## src/rtl/ascon_pkg.sv

```systemverilog
// Shared types and constants for the ASCON-128 control path.
package ascon_pkg;

  localparam int ROUNDS_A      = 12;
  localparam int ROUND_START_B = 6;
  localparam int LAST_ROUND    = 11;

  typedef logic [3:0] t_round;

  typedef enum logic [2:0] {
    S_IDLE    = 3'd0,
    S_INIT    = 3'd1,
    S_AD_WAIT = 3'd2,
    S_AD      = 3'd3,
    S_PT_WAIT = 3'd4,
    S_PT      = 3'd5,
    S_FINAL   = 3'd6,
    S_DONE    = 3'd7
  } t_fsm_state;

endpackage

```

## src/rtl/ascon_round_counter.sv

```systemverilog
// Round index counter: loaded to 0 (p12) or 6 (p6), counts up, saturates at the last round.
module ascon_round_counter
  import ascon_pkg::*;
(
  input  logic   clock,
  input  logic   reset_n,
  input  logic   i_load,
  input  t_round i_load_value,
  input  logic   i_increment,
  output t_round o_round,
  output logic   o_first,
  output logic   o_last
);

  t_round round;
  logic   first;

  // Load has priority; increment never steps past the last round.
  // o_first marks the round directly after a load (the xor_begin slot of a phase).
  always_ff @(posedge clock) begin
    if (!reset_n) begin
      round <= '0;
      first <= 1'b0;
    end else if (i_load) begin
      round <= i_load_value;
      first <= 1'b1;
    end else if (i_increment && (round != t_round'(LAST_ROUND))) begin
      round <= round + t_round'(1);
      first <= 1'b0;
    end
  end

  assign o_round = round;
  assign o_first = first;
  assign o_last  = (round == t_round'(LAST_ROUND));

endmodule

```

## src/rtl/ascon_fsm.sv

```systemverilog
// Control FSM sequencing one ASCON-128 encryption over the shared round datapath.
//
// state     | meaning
// ----------+-------------------------------------------------------------
// S_IDLE    | waiting for i_start after reset
// S_INIT    | p12 on IV||K||N, key xor at the end
// S_AD_WAIT | ready for the next associated-data block
// S_AD      | p6 on one AD block, domain-separation bit after the last
// S_PT_WAIT | ready for the next plaintext block
// S_PT      | p6 on one non-final PT block, cipher captured at round 6
// S_FINAL   | last PT block xor, key xor, p12, tag capture
// S_DONE    | result valid, o_done held until the next start
module ascon_fsm
  import ascon_pkg::*;
#(
  parameter int NUM_AD_BLOCKS = 1,
  parameter int NUM_PT_BLOCKS = 4
) (
  input  logic       clock,
  input  logic       reset_n,
  input  logic       i_start,
  input  logic       i_data_valid,
  output logic       o_data_ready,
  output logic       o_enable_data_reg,
  output logic [3:0] o_round,
  output logic       o_mux_select,
  output logic       o_enable_xor_data_begin,
  output logic       o_enable_xor_key_begin,
  output logic       o_enable_xor_key_end,
  output logic       o_enable_xor_lsb_end,
  output logic       o_enable_state_reg,
  output logic       o_enable_cipher_reg,
  output logic       o_enable_tag_reg,
  output logic       o_done
);

  localparam int AD_W = $clog2(NUM_AD_BLOCKS + 1);
  localparam int PT_W = $clog2(NUM_PT_BLOCKS + 1);

  t_fsm_state      state;
  logic [AD_W-1:0] ad_count;
  logic [PT_W-1:0] pt_count;
  logic            ad_last;

  logic   cnt_load;
  t_round cnt_load_value;
  logic   cnt_increment;
  t_round round;
  logic   round_first;
  logic   round_last;

  logic in_rounds;
  logic waiting;
  logic idle_like;
  logic handshake;
  logic pt_last_block;

  assign in_rounds     = (state == S_INIT) || (state == S_AD) ||
                         (state == S_PT)   || (state == S_FINAL);
  assign waiting       = (state == S_AD_WAIT) || (state == S_PT_WAIT);
  assign idle_like     = (state == S_IDLE) || (state == S_DONE);
  assign handshake     = waiting && i_data_valid;
  assign pt_last_block = (pt_count == PT_W'(NUM_PT_BLOCKS - 1));

  // Round counter control: start loads 0, a handshake loads 6 (or 0 for the final PT block).
  always_comb begin
    cnt_load       = 1'b0;
    cnt_load_value = '0;
    if (idle_like && i_start) begin
      cnt_load = 1'b1;
    end else if (handshake) begin
      cnt_load = 1'b1;
      if (!((state == S_PT_WAIT) && pt_last_block)) begin
        cnt_load_value = t_round'(ROUND_START_B);
      end
    end
  end

  assign cnt_increment = in_rounds && !round_last;

  ascon_round_counter u_round_counter (
    .clock        (clock),
    .reset_n      (reset_n),
    .i_load       (cnt_load),
    .i_load_value (cnt_load_value),
    .i_increment  (cnt_increment),
    .o_round      (round),
    .o_first      (round_first),
    .o_last       (round_last)
  );

  // State sequencing and AD/PT block bookkeeping.
  always_ff @(posedge clock) begin
    if (!reset_n) begin
      state    <= S_IDLE;
      ad_count <= '0;
      pt_count <= '0;
      ad_last  <= 1'b0;
    end else begin
      case (state)
        S_IDLE, S_DONE: begin
          if (i_start) begin
            state    <= S_INIT;
            ad_count <= '0;
            pt_count <= '0;
            ad_last  <= 1'b0;
          end
        end
        S_INIT: begin
          if (round_last) state <= S_AD_WAIT;
        end
        S_AD_WAIT: begin
          if (i_data_valid) begin
            ad_last  <= (ad_count == AD_W'(NUM_AD_BLOCKS - 1));
            ad_count <= ad_count + AD_W'(1);
            state    <= S_AD;
          end
        end
        S_AD: begin
          if (round_last) state <= ad_last ? S_PT_WAIT : S_AD_WAIT;
        end
        S_PT_WAIT: begin
          if (i_data_valid) begin
            pt_count <= pt_count + PT_W'(1);
            state    <= pt_last_block ? S_FINAL : S_PT;
          end
        end
        S_PT: begin
          if (round_last) state <= S_PT_WAIT;
        end
        S_FINAL: begin
          if (round_last) state <= S_DONE;
        end
        default: state <= S_IDLE;
      endcase
    end
  end

  // Datapath enables decoded from the registered state and round flags.
  always_comb begin
    o_data_ready            = waiting;
    o_enable_data_reg       = handshake;
    o_round                 = round;
    o_mux_select            = (state != S_IDLE) && !((state == S_INIT) && round_first);
    o_enable_xor_data_begin = round_first &&
                              ((state == S_AD) || (state == S_PT) || (state == S_FINAL));
    o_enable_xor_key_begin  = round_first && (state == S_FINAL);
    o_enable_cipher_reg     = round_first && ((state == S_PT) || (state == S_FINAL));
    o_enable_xor_key_end    = round_last && ((state == S_INIT) || (state == S_FINAL));
    o_enable_xor_lsb_end    = round_last && (state == S_AD) && ad_last;
    o_enable_tag_reg        = round_last && (state == S_FINAL);
    o_enable_state_reg      = in_rounds;
    o_done                  = (state == S_DONE);
  end

endmodule

```

## config.mk

```make
export PLATFORM = sky130hd
export DESIGN_NAME = ascon_fsm
export DESIGN_NICKNAME = d
export VERILOG_FILES = /design/src/rtl/ascon_pkg.sv /design/src/rtl/ascon_round_counter.sv /design/src/rtl/ascon_fsm.sv
export SDC_FILE = /design/constraint.sdc
export NUM_CORES = 1
export LEC_CHECK = 0
export ABC_AREA = 1
export BUFFER_PORTS_ARGS = -buffer_cell sky130_fd_sc_hd__buf_2
export CORE_ASPECT_RATIO = 0.7
export CORE_MARGIN = 2
export CORE_UTILIZATION = 25
export CTS_BUF_LIST = sky130_fd_sc_hd__clkbuf_4
export CTS_CLUSTER_SIZE = 20
export DETAILED_ROUTE_END_ITERATION = 6
export PLACE_DENSITY = 0.5
export SYNTH_ARGS = -nofsm -noshare
export SYNTH_HDL_FRONTEND = slang
export SYNTH_SLANG_ARGS = --single-unit
```

## constraint.sdc

```tcl
create_clock -name clock -period 1.3 [get_ports clock]
set_input_delay 0.195 -clock clock [delete_from_list [all_inputs] [get_ports clock]]
set_output_delay 0.195 -clock clock [all_outputs]
set_load 0.005 [all_outputs]
```

# --- Yosys cells after proc, flatten, opt, wreduce, memory -nomap -nowiden ---
# Index checks and enable logic that the tools add are counted.
totals:
  elab_cells: 88
  ff_bits: 13
  out_inout_bits: 15
op_classes:
  addsub: 3
  reduce_logical: 34
  bitwise: 1
  eq_ne: 17
  muxes: 27
ops:
  columns: ["op", "count"]
  rows:
  - ["2-to-1 mux 3 bit", 13]
  - ["one-hot mux 3 bit (7 select lines)", 1]
  - ["logical AND 1 bit", 14]
  - ["!= test 2 bit, second input constant", 7]
  - ["== test 3 bit, second input constant", 4]
  - ["== test 3 x 2 -> 1 bit, second input constant", 3]
  - ["logical OR 1 bit", 9]
  - ["2-to-1 mux 4 bit", 2]
  - ["2-to-1 mux 1 bit", 7]
  - ["AND reduction 7 bit", 1]
  - ["one-hot mux 3 bit (2 select lines)", 1]
  - ["AND reduction 3 bit", 2]
  - ["nonzero test 2 bit", 3]
  - ["adder 4 x 1 -> 4 bit, second input constant", 1]
  - ["== test 4 bit, second input constant", 1]
  - ["!= test 4 bit, second input constant", 1]
  - ["one-hot mux 1 bit (2 select lines)", 2]
  - ["adder 3 x 1 -> 3 bit, second input constant", 1]
  - ["== test 3 x 1 -> 1 bit, second input constant", 1]
  - ["zero test 3 bit", 1]
  - ["nonzero test 3 bit", 1]
  - ["zero test 1 bit", 2]
  - ["2-to-1 mux 2 bit", 1]
  - ["OR reduction 2 bit", 1]
  - ["2 further kinds", 2]

# --- Depth between registers and ports, before layout ---
logic_depth:
  ltp_word: 8
  mapped_depth: 10
  ltp_nobuf: 9

# --- By module ---
# From an unflattened synthesis, not the netlist that was laid out.
unflattened:
  cells_unflattened: 145
  hier_area_um2: 925.9
modules_own_cells:
  columns: ["mod", "cells_per_inst", "seq_area_each_um2", "instances", "area_each_um2"]
  rows:
  - ["ascon_fsm", 99, 140.1, 1, 604.3]
  - ["ascon_round_counter", 46, 100.1, 1, 321.6]

# --- Least setup slack after synthesis ---
# OpenSTA, ideal clock, no wires.
synth_timing:
  path_type: "register to register"
  start: "register u_round_counter.round[0] (netlist: u_round_counter.o_round[0])"
  end: "register u_round_counter.round[1] (netlist: u_round_counter.o_round[1])"
  t_required_ns: 1.187
  path_buffers: 0
  period_less_slack_ns: 1.360
  path_slack_ns: -0.060
  arrival_time_ns: 1.247
  stages_incl_launch_ff: 8
  path_cell_list: "dfxtp_1 ha_1 nand3_1 inv_1 nor2_2 nor2_2 nor2_1 nor2_1"
synth_via:
  elab_chain_cells: 5
synth_lines:
  columns: ["item", "line_no", "source"]
  rows:
  - ["from (decl)", "ascon_round_counter.sv:15", "t_round round;"]
  - ["from (signal assigned)", "ascon_round_counter.sv:25", "round <= i_load_value;"]
  - ["from (signal assigned)", "ascon_round_counter.sv:28", "round <= round + t_round'(1);"]
  - ["branches (longest 5 deep; another with adder 4 x 1 -> 4 bit)", null, null]
# Several ways; the timed one is not identified. The select of a mux whose other input is x is not followed.
# A chain may end at the register's enable or synchronous reset.

# --- Worst setup path after layout ---
layout_timing:
  start: "register state[1]"
  end: "output port o_enable_xor_key_end"
layout_via:
  elab_chain_cells: 3
layout_lines:
  columns: ["item", "line_no", "source"]
  rows:
  - ["from (decl)", "ascon_fsm.sv:40", "t_fsm_state state;"]
  - ["from (signal assigned)", "ascon_fsm.sv:120", "if (round_last) state <= ad_last ? S_PT_WAIT : S_AD_WAIT;"]
  - ["from (signal assigned)", "ascon_fsm.sv:125", "state <= pt_last_block ? S_FINAL : S_PT;"]
  - ["== test 3 x 1 -> 1 bit or == test 3 bit (tied branches)", "ascon_fsm.sv:149", "o_enable_xor_key_end = round_last && ((state == S_INIT) || (state == S_FINAL));"]
  - ["logical OR 1 bit (*)", "ascon_fsm.sv:149", null]
  - ["logical AND 1 bit (*)", "ascon_fsm.sv:149", null]
  - ["to (decl)", "ascon_fsm.sv:29", "output logic o_enable_xor_key_end,"]
# Every way passes the cells marked *; elsewhere a longest branch is shown, timed or not.

==> run metrics <==
mapped cell area=just over 1000 um^2; RSZ-0062 raised after global routing=true; failing checks=setup timing; cts-stage hold buffer count=0; number of global-route vias before repair=~1.1k; Least-Margin Pin Slew=approximately 0.20 ns; Detailed Route WL=slightly above 3000 um; Mean Syn Cell Area=between 6 and 7 um^2; GPL Wtd Cong=just over 0.8; initial antenna violation count=0; synth unique cells=26; CTS tree=done; Clock Sinks=12; worst-skew pair later-pin latency=a little under 0.3 ns; DR vias=roughly 1.2k; Syn Nets=between 150 and 200; DR iter-0 viols=57; DR pass1 iterations=4; Non-Filler Instances=around 260; post-place setup slack=-0.06733 ns; H-tree Lvls=1; # nets final=217; Leakage=around 0.84 nW; outcome=finished with violations; Global Route Usage Sum=around 14%; Core Area=3946 um^2; Die ar.=~4700 um^2; row cnt=19; share of layout cells above drive strength 1=56.46%; CP Data Required Time=about 1.1 ns; first-pass GRT wire length=about 5100 um; DRC=0; critical path type=reg2out; largest fanout on the critical path=6; Syn Inst Count=around 160; Die Y=57.83 um; Peak Freq=between 0.6 and 0.7 GHz; worst path cell trace=buf_6 > nand3_4 > buf_6 > a21oi_2 > buf_2; Max stage delay on crit path=about 0.43 ns; post-route ant nets=0; Synth Warn #=0; Max Slew Vio Count=0; most frequent CP cell=buf_6; Filler cells=between 400 and 500; largest net degree at the start of global routing=12; slowest CP cell=dfxtp_4; Synth area leader=dfxtp_1; final hold vios=0; placed cell count=242; sequential area share after synthesis=23.22%; port bufs=18; Final Cycle Share=112.7%; n_diodes=0; WP data arrival=between 1 and 1.5 ns; fin crit period=between 1 and 1.5 ns; initial core utilization=between 20% and 30%; die width=between 80 and 90 um; max_slew headroom=between 80 and 90%; Post-DP HPWL=2211 um; Hold WC Path Type=in2reg; I/O pin cnt=19; crit end category=output port; total grt overflow=0; clock tree buffer depth=2; synth top area cells=dfxtp_1 23%, nand2_1 12%, nor2_1 11%, nand3_1 8.2%, inv_1 5.4%; final setup margin=-0.1653 ns; total power=about 0.0043 W; Critical Path Source Type=flip-flop; Clock transition at path regs=0.10 ns; # setup viols final=20; total CTS buffers=3; CTS root buf=clkbuf_4; drt wl/cell=~12 um; Yosys top cell area share=between 20% and 30%; clock skew=between 0.015 and 0.02 ns; VDD IR max=0.0009584 V; Pwr Density=roughly 2500 nW/um^2; max-capacitance violation count=0; Yosys reg bits=12; Area Growth Syn to Fin=62.88%; vias per std cell=around 4.4
[registers in the layout, summed over array words and instances, names as in the netlist]
name and cells:
u_round_counter.o_round 4, state 3, u_round_counter.o_first 1, ad_count 1, pt_count 3
[what timing repair did]
action                                  in CTS  in global routing
gates resized for setup                     44                 21
endpoints found under the setup margin      22                 23
pin swaps                                   12                  9
buffers inserted                            13                  2
[synthesized netlist by cell type]
master / count
a21oi_1: 2
a21oi_2: 1
a21oi_4: 1
buf_12: 1
buf_4: 1
buf_6: 2
dfxtp_1: 12
ha_1: 3
inv_1: 15
inv_2: 4
inv_4: 1
nand2_1: 33
nand2_2: 3
nand2_4: 3
nand3_1: 17
nand3_2: 5
nand3_4: 3
nand4_1: 2
nor2_1: 30
nor2_2: 5
nor2_4: 2
nor3_1: 1
o211ai_1: 1
o21ai_0: 2
o21ai_1: 4
xor2_1: 1
[routing by layer]
layer  track usage (%)  vias up  part of all wire, %
met3             3.427        2                  5.6
li1                  -      602                    -
met4             1.453        0                 0.26
met1             21.11      514                   49
met5                 0        -                    0
met2             21.25       34                   45
[cells by family (layout without fill, tap and decap cells)]
group / after synthesis / after routing / share of synthesized area [%]
simple gates: 104 / 104 / 52.96
buf+inv: 24 / 78 / 12.33
flops: 12 / 12 / 23.22
compound gates: 11 / 11 / 7.014
fa+ha+maj: 3 / 3 / 3.628
xor+xnor: 1 / 1 / 0.8466
[worst max-delay path: cells and delay by family, from the launching register on]
family	cells	cell delay, ns
AOI/OAI and AO/OA	1	0.11
buffers and inverters	3	0.38
DFF	1	0.43
and+or+nand+nor	1	0.06
[cell type report]
class / instances / area [um^2] / share of cell area, %
Multi-Input combinational cell: 119 / 827.0 / 49.07
Timing Repair Buffer: 54 / 427.9 / 25.39
Sequential cell: 12 / 251.5 / 14.92
Inverter: 20 / 87.58 / 5.197
Tap cell: 52 / 65.06 / 3.860
Clock buffer: 3 / 22.52 / 1.336
Clock inverter: 1 / 3.754 / 0.2227
[report_power, final]
group	total (W)	leakage (nW)	switching [W]	internal, W
logic	0.00328	0.720	0.00177	0.00151
registers	0.000741	0.101	0.000192	0.000549
clock network	0.000256	0.0154	0.000144	0.000111
[final timing paths]
check | from | to | slack, ns | depth (start not counted)
worst max-delay path | state[1] | o_enable_xor_key_end | -0.17 | 5
worst min-delay path | reset_n | state[1] | 0.21 | 3
worst max register to register | state[1] | pt_count[1] | -0.07 | 9
worst min register to register | pt_count[2] | pt_count[2] | 0.49 | 2
[per-stage QoR]
step                setup TNS (ns)  utilization [%]  area (um^2)  hold slack, ns
floorplan                        0                -         1040          0.4361
global placement           -0.6029            33.32         1315          0.4749
detailed placement         -0.3993            33.32         1315          0.4764
CTS                         -1.433            40.36         1593          0.2146
global route                -3.329            42.71         1685          0.2283
finish                      -1.616            42.71         1685          0.2131
[placed cells by master (no fill, tap or decap), types with 2 or more instances in the layout]
cell | netlist | routed
a21oi_2 | 1 | 3
buf_2 | 0 | 17
buf_4 | 1 | 22
buf_6 | 2 | 14
clkbuf_4 | 0 | 3
dfxtp_1 | 12 | 7
dfxtp_2 | 0 | 3
dfxtp_4 | 0 | 2
ha_1 | 3 | 2
inv_1 | 15 | 13
inv_2 | 4 | 5
nand2_1 | 33 | 24
nand2_2 | 3 | 10
nand2_4 | 3 | 4
nand3_1 | 17 | 10
nand3_2 | 5 | 9
nand3_4 | 3 | 6
nand4_1 | 2 | 2
nor2_1 | 30 | 25
nor2_2 | 5 | 6
nor2_4 | 2 | 6
o21ai_1 | 4 | 5
No activity file was read; power rests on OpenSTA's default activity.
